**src/rtl/hand_display_sequencer.sv**
```systemverilog
// hand_display_sequencer: converts hand totals to character codes and sequences
// the status message, flashing it a fixed number of times on entry to a result.
module hand_display_sequencer #(
   parameter int HAND_W      = 5,
   parameter int BLINK_DIV   = 25_000_000,
   parameter int BLINK_REPS  = 3,
   parameter int LZ_SUPPRESS = 1
) (
   input  logic              clk,
   input  logic              rst_n,
   input  logic [HAND_W-1:0] player_hand,
   input  logic [HAND_W-1:0] dealer_hand,
   input  logic [3:0]        game_state,
   input  logic              hide_dealer,
   output logic [11:0]       player_chars,
   output logic [11:0]       dealer_chars,
   output logic [23:0]       msg_chars,
   output logic              disp_upd
);
   localparam logic [3:0] S_RESET       = 4'd0;
   localparam logic [3:0] S_DEAL_DEALER = 4'd3;
   localparam logic [3:0] S_RESULT_WIN  = 4'd6;
   localparam logic [3:0] S_RESULT_LOSE = 4'd7;
   localparam logic [3:0] S_RESULT_TIE  = 4'd8;
   localparam int         PW            = (BLINK_DIV > 1) ? $clog2(BLINK_DIV) : 1;
   localparam logic [5:0] BL            = 6'h3F;

   typedef enum logic [1:0] {STEADY, BLINK_OFF, BLINK_ON} state_t;

   function automatic logic [5:0] ltr(input logic [7:0] c);
      return 6'(c - 8'd55);
   endfunction

   function automatic logic [11:0] conv(input logic [5:0] v);
      logic [5:0] t, u;
      t = v / 6'd10;
      u = v % 6'd10;
      return {(LZ_SUPPRESS != 0 && v < 6'd10) ? BL : t, u};
   endfunction

   state_t        r_st, w_st_nxt;
   logic [3:0]    r_rep;
   logic [PW-1:0] r_pre;
   logic [3:0]    r_prev;
   logic [11:0]   r_p, r_d;
   logic [23:0]   r_m;
   logic          r_upd;
   logic          w_chg, w_res, w_tick;
   logic [23:0]   w_base, w_msg;
   logic [11:0]   w_pc, w_dc;

   assign w_chg  = game_state != r_prev;
   assign w_res  = game_state inside {S_RESULT_WIN, S_RESULT_LOSE, S_RESULT_TIE};
   assign w_tick = r_pre == PW'(BLINK_DIV - 1);
   assign w_base = (game_state == S_RESET)       ? {ltr("S"), ltr("T"), ltr("R"), ltr("T")} :
                   (game_state == S_DEAL_DEALER) ? {ltr("D"), ltr("E"), ltr("A"), ltr("L")} :
                   (game_state == S_RESULT_WIN)  ? {BL, ltr("W"), ltr("I"), ltr("N")} :
                   (game_state == S_RESULT_LOSE) ? {ltr("L"), ltr("O"), ltr("S"), ltr("E")} :
                   (game_state == S_RESULT_TIE)  ? {BL, ltr("T"), ltr("I"), ltr("E")} :
                                                   {ltr("P"), ltr("L"), ltr("A"), ltr("Y")};
   assign w_pc   = conv(6'(player_hand));
   assign w_dc   = hide_dealer ? 12'hFFF : conv(6'(dealer_hand));

   // A game_state change always overrides a coincident tick.
   always_comb begin
      w_st_nxt = r_st;
      if (w_chg) begin
         if (w_res) w_st_nxt = BLINK_OFF;
         else w_st_nxt = STEADY;
      end else if (w_tick) begin
         if (r_st == BLINK_OFF) w_st_nxt = BLINK_ON;
         else if (r_st == BLINK_ON && r_rep != 4'd0) w_st_nxt = BLINK_OFF;
         else w_st_nxt = STEADY;
      end
   end

   // The message follows the state being entered so blanking starts on the change edge.
   assign w_msg = (w_st_nxt == BLINK_OFF) ? {4{BL}} : w_base;

   always_ff @(posedge clk) begin
      if (!rst_n) begin
         r_st   <= STEADY;
         r_rep  <= 4'd0;
         r_pre  <= '0;
         r_prev <= 4'd0;
         r_p    <= 12'hFFF;
         r_d    <= 12'hFFF;
         r_m    <= 24'hFFFFFF;
         r_upd  <= 1'b0;
      end else begin
         r_st   <= w_st_nxt;
         r_pre  <= ((w_chg && w_res) || w_tick) ? '0 : r_pre + PW'(1);
         r_rep  <= (w_chg && w_res) ? 4'(BLINK_REPS) :
                   (!w_chg && w_tick && r_st == BLINK_OFF) ? r_rep - 4'd1 : r_rep;
         r_prev <= game_state;
         r_p    <= w_pc;
         r_d    <= w_dc;
         r_m    <= w_msg;
         r_upd  <= {w_pc, w_dc, w_msg} != {r_p, r_d, r_m};
      end
   end

   assign player_chars = r_p;
   assign dealer_chars = r_d;
   assign msg_chars    = r_m;
   assign disp_upd     = r_upd;
endmodule

```
**config.mk**
```make
export PLATFORM = sky130hd
export DESIGN_NAME = hand_display_sequencer
export DESIGN_NICKNAME = d
export VERILOG_FILES = /design/src/rtl/hand_display_sequencer.sv
export SDC_FILE = /design/constraint.sdc
export NUM_CORES = 1
export LEC_CHECK = 0
export CAP_MARGIN = 20
export CORE_MARGIN = 1
export CORE_UTILIZATION = 49
export DETAILED_ROUTE_END_ITERATION = 7
export PLACE_DENSITY = 0.85
export SYNTH_ARGS = -nofsm -noshare
export SYNTH_HDL_FRONTEND = slang
export SYNTH_SLANG_ARGS = --single-unit
```
**constraint.sdc**
```tcl
create_clock -name clk -period 2.6 [get_ports clk]
set_input_delay 0.39 -clock clk [delete_from_list [all_inputs] [get_ports clk]]
set_output_delay 0.39 -clock clk [all_outputs]
set_load 0.01 [all_outputs]
```
==> metrics.md <==
| Metric | Value |
|---|---|
| Area Growth Syn to Fin | 34.62% |
| Die area | 8620 µm² |
| Adder-Cell Fraction of Synth Area | 1.856% |
| Synthesized instance count | 496 |
| Setup Skew | 0.008847 ns |
| F_max | about 400 MHz |
| Initial Util | 51.53% |
| Share of cells above drive strength 1 | 18.66% |
| GP Congestion | 0.8899 |
| Flop and latch count out of synthesis | 74 |
| Clk buf depth | 2 |
| Worst-margin pin slew | 0.4401 ns |
| Critical path arrival | between 2 and 3 ns |
| Primary FF master, synth | dfxtp_1 |
| Synth async-reset ratio | 0% |
| CTS Sinks | 74 |
| Die Y | 92.85 µm |
| Ant diodes | 0 |
| Flop pwr share | 43.7% |
| Vias in the first global route | 3865 |
| Post-Syn Nets | just over 500 |
| Grt ovf | 0 |
| Mux cell area share after synthesis | 1.764% |
| Hold depth | 1 |
| Yosys warns | 0 |
| Final instance area | ~5400 µm² |
| FILL cells | just over 600 |
| DRC errors left | 0 |
| Core ar. | 7848 µm² |
| Max-slew violation count | 0 |
| WL/cell | 14.91 µm |
| Detailed Route Iter0 Violations | 240 |
| Setup-failing EPs final | 0 |
| IO Count | 66 |
| Antenna Nets Post-Route | 0 |
| Clk network pwr share | between 30% and 40% |
| Worst vdd ir | between 0.2 and 0.3 mV |
| Combinational family with the most area after synthesis | simple AND/OR/NAND/NOR gates |
| FF-to-FF path depth | 9 |
| FF-to-FF End | disp_upd$_SDFF_PN0_ |
| Combinational share of power | 21.0% |
| Via-per-instance ratio | between 5 and 6 |
| Int Pwr | 2.036 mW |
| Synthesized cell area | 4044 µm² |
| TritonCTS clock tree | yes |
| Die Span X | 92.85 µm |
| Reg area | 1483 µm² |
| Syn avg cell area | 8.153 µm² |
| Later-pin clock latency in the skew report | 0.35 ns |
| Final min period | 2.492 ns |
| Period Utilization, post-route | 95.84% |
| Leak Pwr | 2.234 nW |
| Area of the multi-input gates | between 2000 and 2500 µm² |
| Hold Path Sink | r_pre[0]$_SDFF_PP0_ |
| Flop-to-flop setup slack | 0.11 ns |
| Final WL | between 10 and 15 mm |
| Status | completed |
| Synth Area in Simple Gates | 28.81% |
| CP Capture Type | flip-flop |
| Antenna violations before repair | 0 |
| Max_slew headroom | 70.63% |
| Pin count of the biggest net entering global routing | 25 |
| Switch share | 27.94% |
| PortBufs | 65 |
| Placed Area | 5127 µm² |
| Sequential-to-total area share from yosys stat | between 30% and 40% |
| Max H-tree Level | 3 |
| Max cap viols | 0 |
| Final design utilization | 69.37% |
| HPWL Detailed | 7.769 mm |
| Num rows | 32 |
| Via count | 3954 |
| Reg clk slew, reported paths | 0.08 ns |
| Crit path required time | between 2 and 3 ns |
| Compound-Gate Fraction of Synth Area | 15.28% |
| Root Driver | clkbuf_8 |
| P_sw | 0.7897 mW |
| Fin nets | 629 |
| Hold_sp | r_pre[0]$_SDFF_PP0_ |
| Number of flops mapped to enable cells by yosys | 0 |
| FF-to-FF Start | r_pre[0]$_SDFF_PP0_ |
| CP Class | flip-flop to flip-flop |
| Unique masters post-synth | 67 |
| Worst min path class | flip-flop to flip-flop |
| Worst Path Max Fanout | 8 |
| First-pass detailed-route iteration total | 5 |
| Pwr dens | 519.1 nW/µm² |
| XOR/XNOR Fraction of Synth Area | 9.282% |
| GRT Resource Usage Total | 25.52% |
| First-pass GRT wire length | 17.62 mm |
| CTS Buf Count | 9 |
| Final Hold Viols | 0 |
| Setup crit start kind | flip-flop |
==> power groups by stage <==
stage / clock network [mW] / logic, mW / registers, mW
after floorplan: 0 / 0.297 / 1.27
final: 0.996 / 0.594 / 1.24
after global routing: 1.07 / 0.640 / 1.24
after CTS: 1.00 / 0.570 / 1.23
after detailed placement: 0 / 0.562 / 1.26
after global placement: 0 / 0.543 / 1.26
==> registers in the layout (all words and copies together) (netlist names) <==
name	cells
dealer_chars	9
disp_upd	1
msg_chars	20
player_chars	9
r_pre	25
r_prev	4
r_rep	4
r_st	2
==> routing by layer <==
| metal | share of wire [%] | vias to the layer above | global-route usage (%) |
|---|---|---|---|
| met1 | 42 | 1856 | 29.31 |
| met4 | 1.8 | 0 | 9.359 |
| met3 | 5.2 | 20 | 6.979 |
| met5 | 0 | - | 0 |
| met2 | 51 | 134 | 44.91 |
| li1 | - | 1944 | - |
==> worst max-delay path by stage <==
stage                                to  slack, ns  cells past startpoint           startpoint
detailed placement  disp_upd$_SDFF_PN0_      -0.53                     11       player_hand[2]
CTS                 disp_upd$_SDFF_PN0_      0.006                     11       player_hand[4]
finish              disp_upd$_SDFF_PN0_       0.11                      9  r_pre[0]$_SDFF_PP0_
floorplan           disp_upd$_SDFF_PN0_       0.04                     11       player_hand[4]
global route        disp_upd$_SDFF_PN0_     -0.007                      9  r_pre[1]$_SDFF_PP0_
global placement    disp_upd$_SDFF_PN0_      -0.36                     11       player_hand[2]
==> per-stage QoR <==
step	setup TNS [ns]	hold slack [ns]	instances	total power, mW	worst slack (ns)
after floorplan	0	0.4260	496	1.564	0.03570
after global placement	-0.3563	0.4430	695	1.800	-0.3563
after detailed placement	-0.5268	0.4543	695	1.822	-0.5268
after CTS	0	0.4770	711	2.809	0.005664
after global routing	-0.007178	0.4495	713	2.953	-0.007178
final	0	0.4313	713	2.826	0.1081
==> logic make-up after synthesis <==
| logic type | Yosys count |
|---|---|
| buffers and inverters | 52 |
| multiplexers | 7 |
| adder cells (fa/ha/maj) | 6 |
| XOR/XNOR | 42 |
| AND/OR/NAND/NOR | 225 |
| AO/OA/AOI/OAI | 90 |
| flip-flops | 74 |
==> synthesized netlist by cell type (3+ instances only) <==
master | instances | share of area (%)
xor2_1 | 22 | 4.8
or2_2 | 6 | 0.93
nand3_1 | 20 | 2.5
nand2b_1 | 14 | 2.2
nand3b_1 | 7 | 1.3
and2_1 | 6 | 0.93
o22ai_1 | 9 | 1.4
nor2b_1 | 9 | 1.4
a211oi_1 | 3 | 0.56
a31oi_1 | 7 | 1.1
buf_4 | 10 | 1.9
nand2_1 | 53 | 4.9
and4_1 | 3 | 0.65
clkbuf_1 | 14 | 1.3
xnor2_1 | 19 | 4.1
inv_1 | 18 | 1.7
o21ai_0 | 19 | 2.4
nand4_1 | 6 | 0.93
or3_1 | 10 | 1.5
nor2_1 | 52 | 4.8
buf_2 | 7 | 0.87
mux2i_1 | 6 | 1.5
o211ai_1 | 3 | 0.56
nor3_1 | 14 | 1.7
a21oi_1 | 20 | 2.5
nor4_1 | 3 | 0.46
ha_1 | 6 | 1.9
o21a_1 | 3 | 0.56
and3_1 | 7 | 1.1
dfxtp_1 | 74 | 37
==> what timing repair did <==
| item | CTS | global route |
|---|---|---|
| resized for setup | 4 | 24 |
| pin swaps | 0 | 9 |
| buffers inserted | 0 | 2 |
| endpoints found under the setup margin | 1 | 1 |
| hold buffers | 0 | 0 |
==> area by class of cell <==
type	count	share of cell area [%]
tap	102	2.344
sequential	74	27.24
clock inverter	6	1.655
inverter	18	1.241
timing repair buffer	133	21.49
clock buffer	10	2.344
multi-input combinational	370	43.69
==> cell usage in the layout, fill, tap and decap left out, types with 6 or more instances in the layout <==
cell type,netlist,layout
a21oi_1,20,19
a31oi_1,7,6
and2_1,6,6
and3_1,7,7
buf_4,10,67
clkbuf_8,0,9
clkdlybuf4s50_1,0,60
dfxtp_1,74,73
inv_1,18,17
nand2_1,53,52
nand2b_1,14,14
nand3_1,20,20
nand3b_1,7,7
nand4_1,6,6
nor2_1,52,52
nor2b_1,9,7
nor3_1,14,13
o21ai_0,19,17
o22ai_1,9,9
or2_2,6,6
or3_1,10,10
xnor2_1,19,19
xor2_1,22,22
==> worst max-delay path: stages, from the launching register on <==
cell and delay, ns:
dfxtp_2 0.35, ha_1 0.19, nand4b_1 0.12, a2111o_1 0.42
o21a_1 0.23, a21boi_4 0.29, o211a_1 0.20, o22ai_1 0.11
nor4_2 0.31, a41oi_1 0.14
No activity file was read; power rests on OpenSTA's default activity.
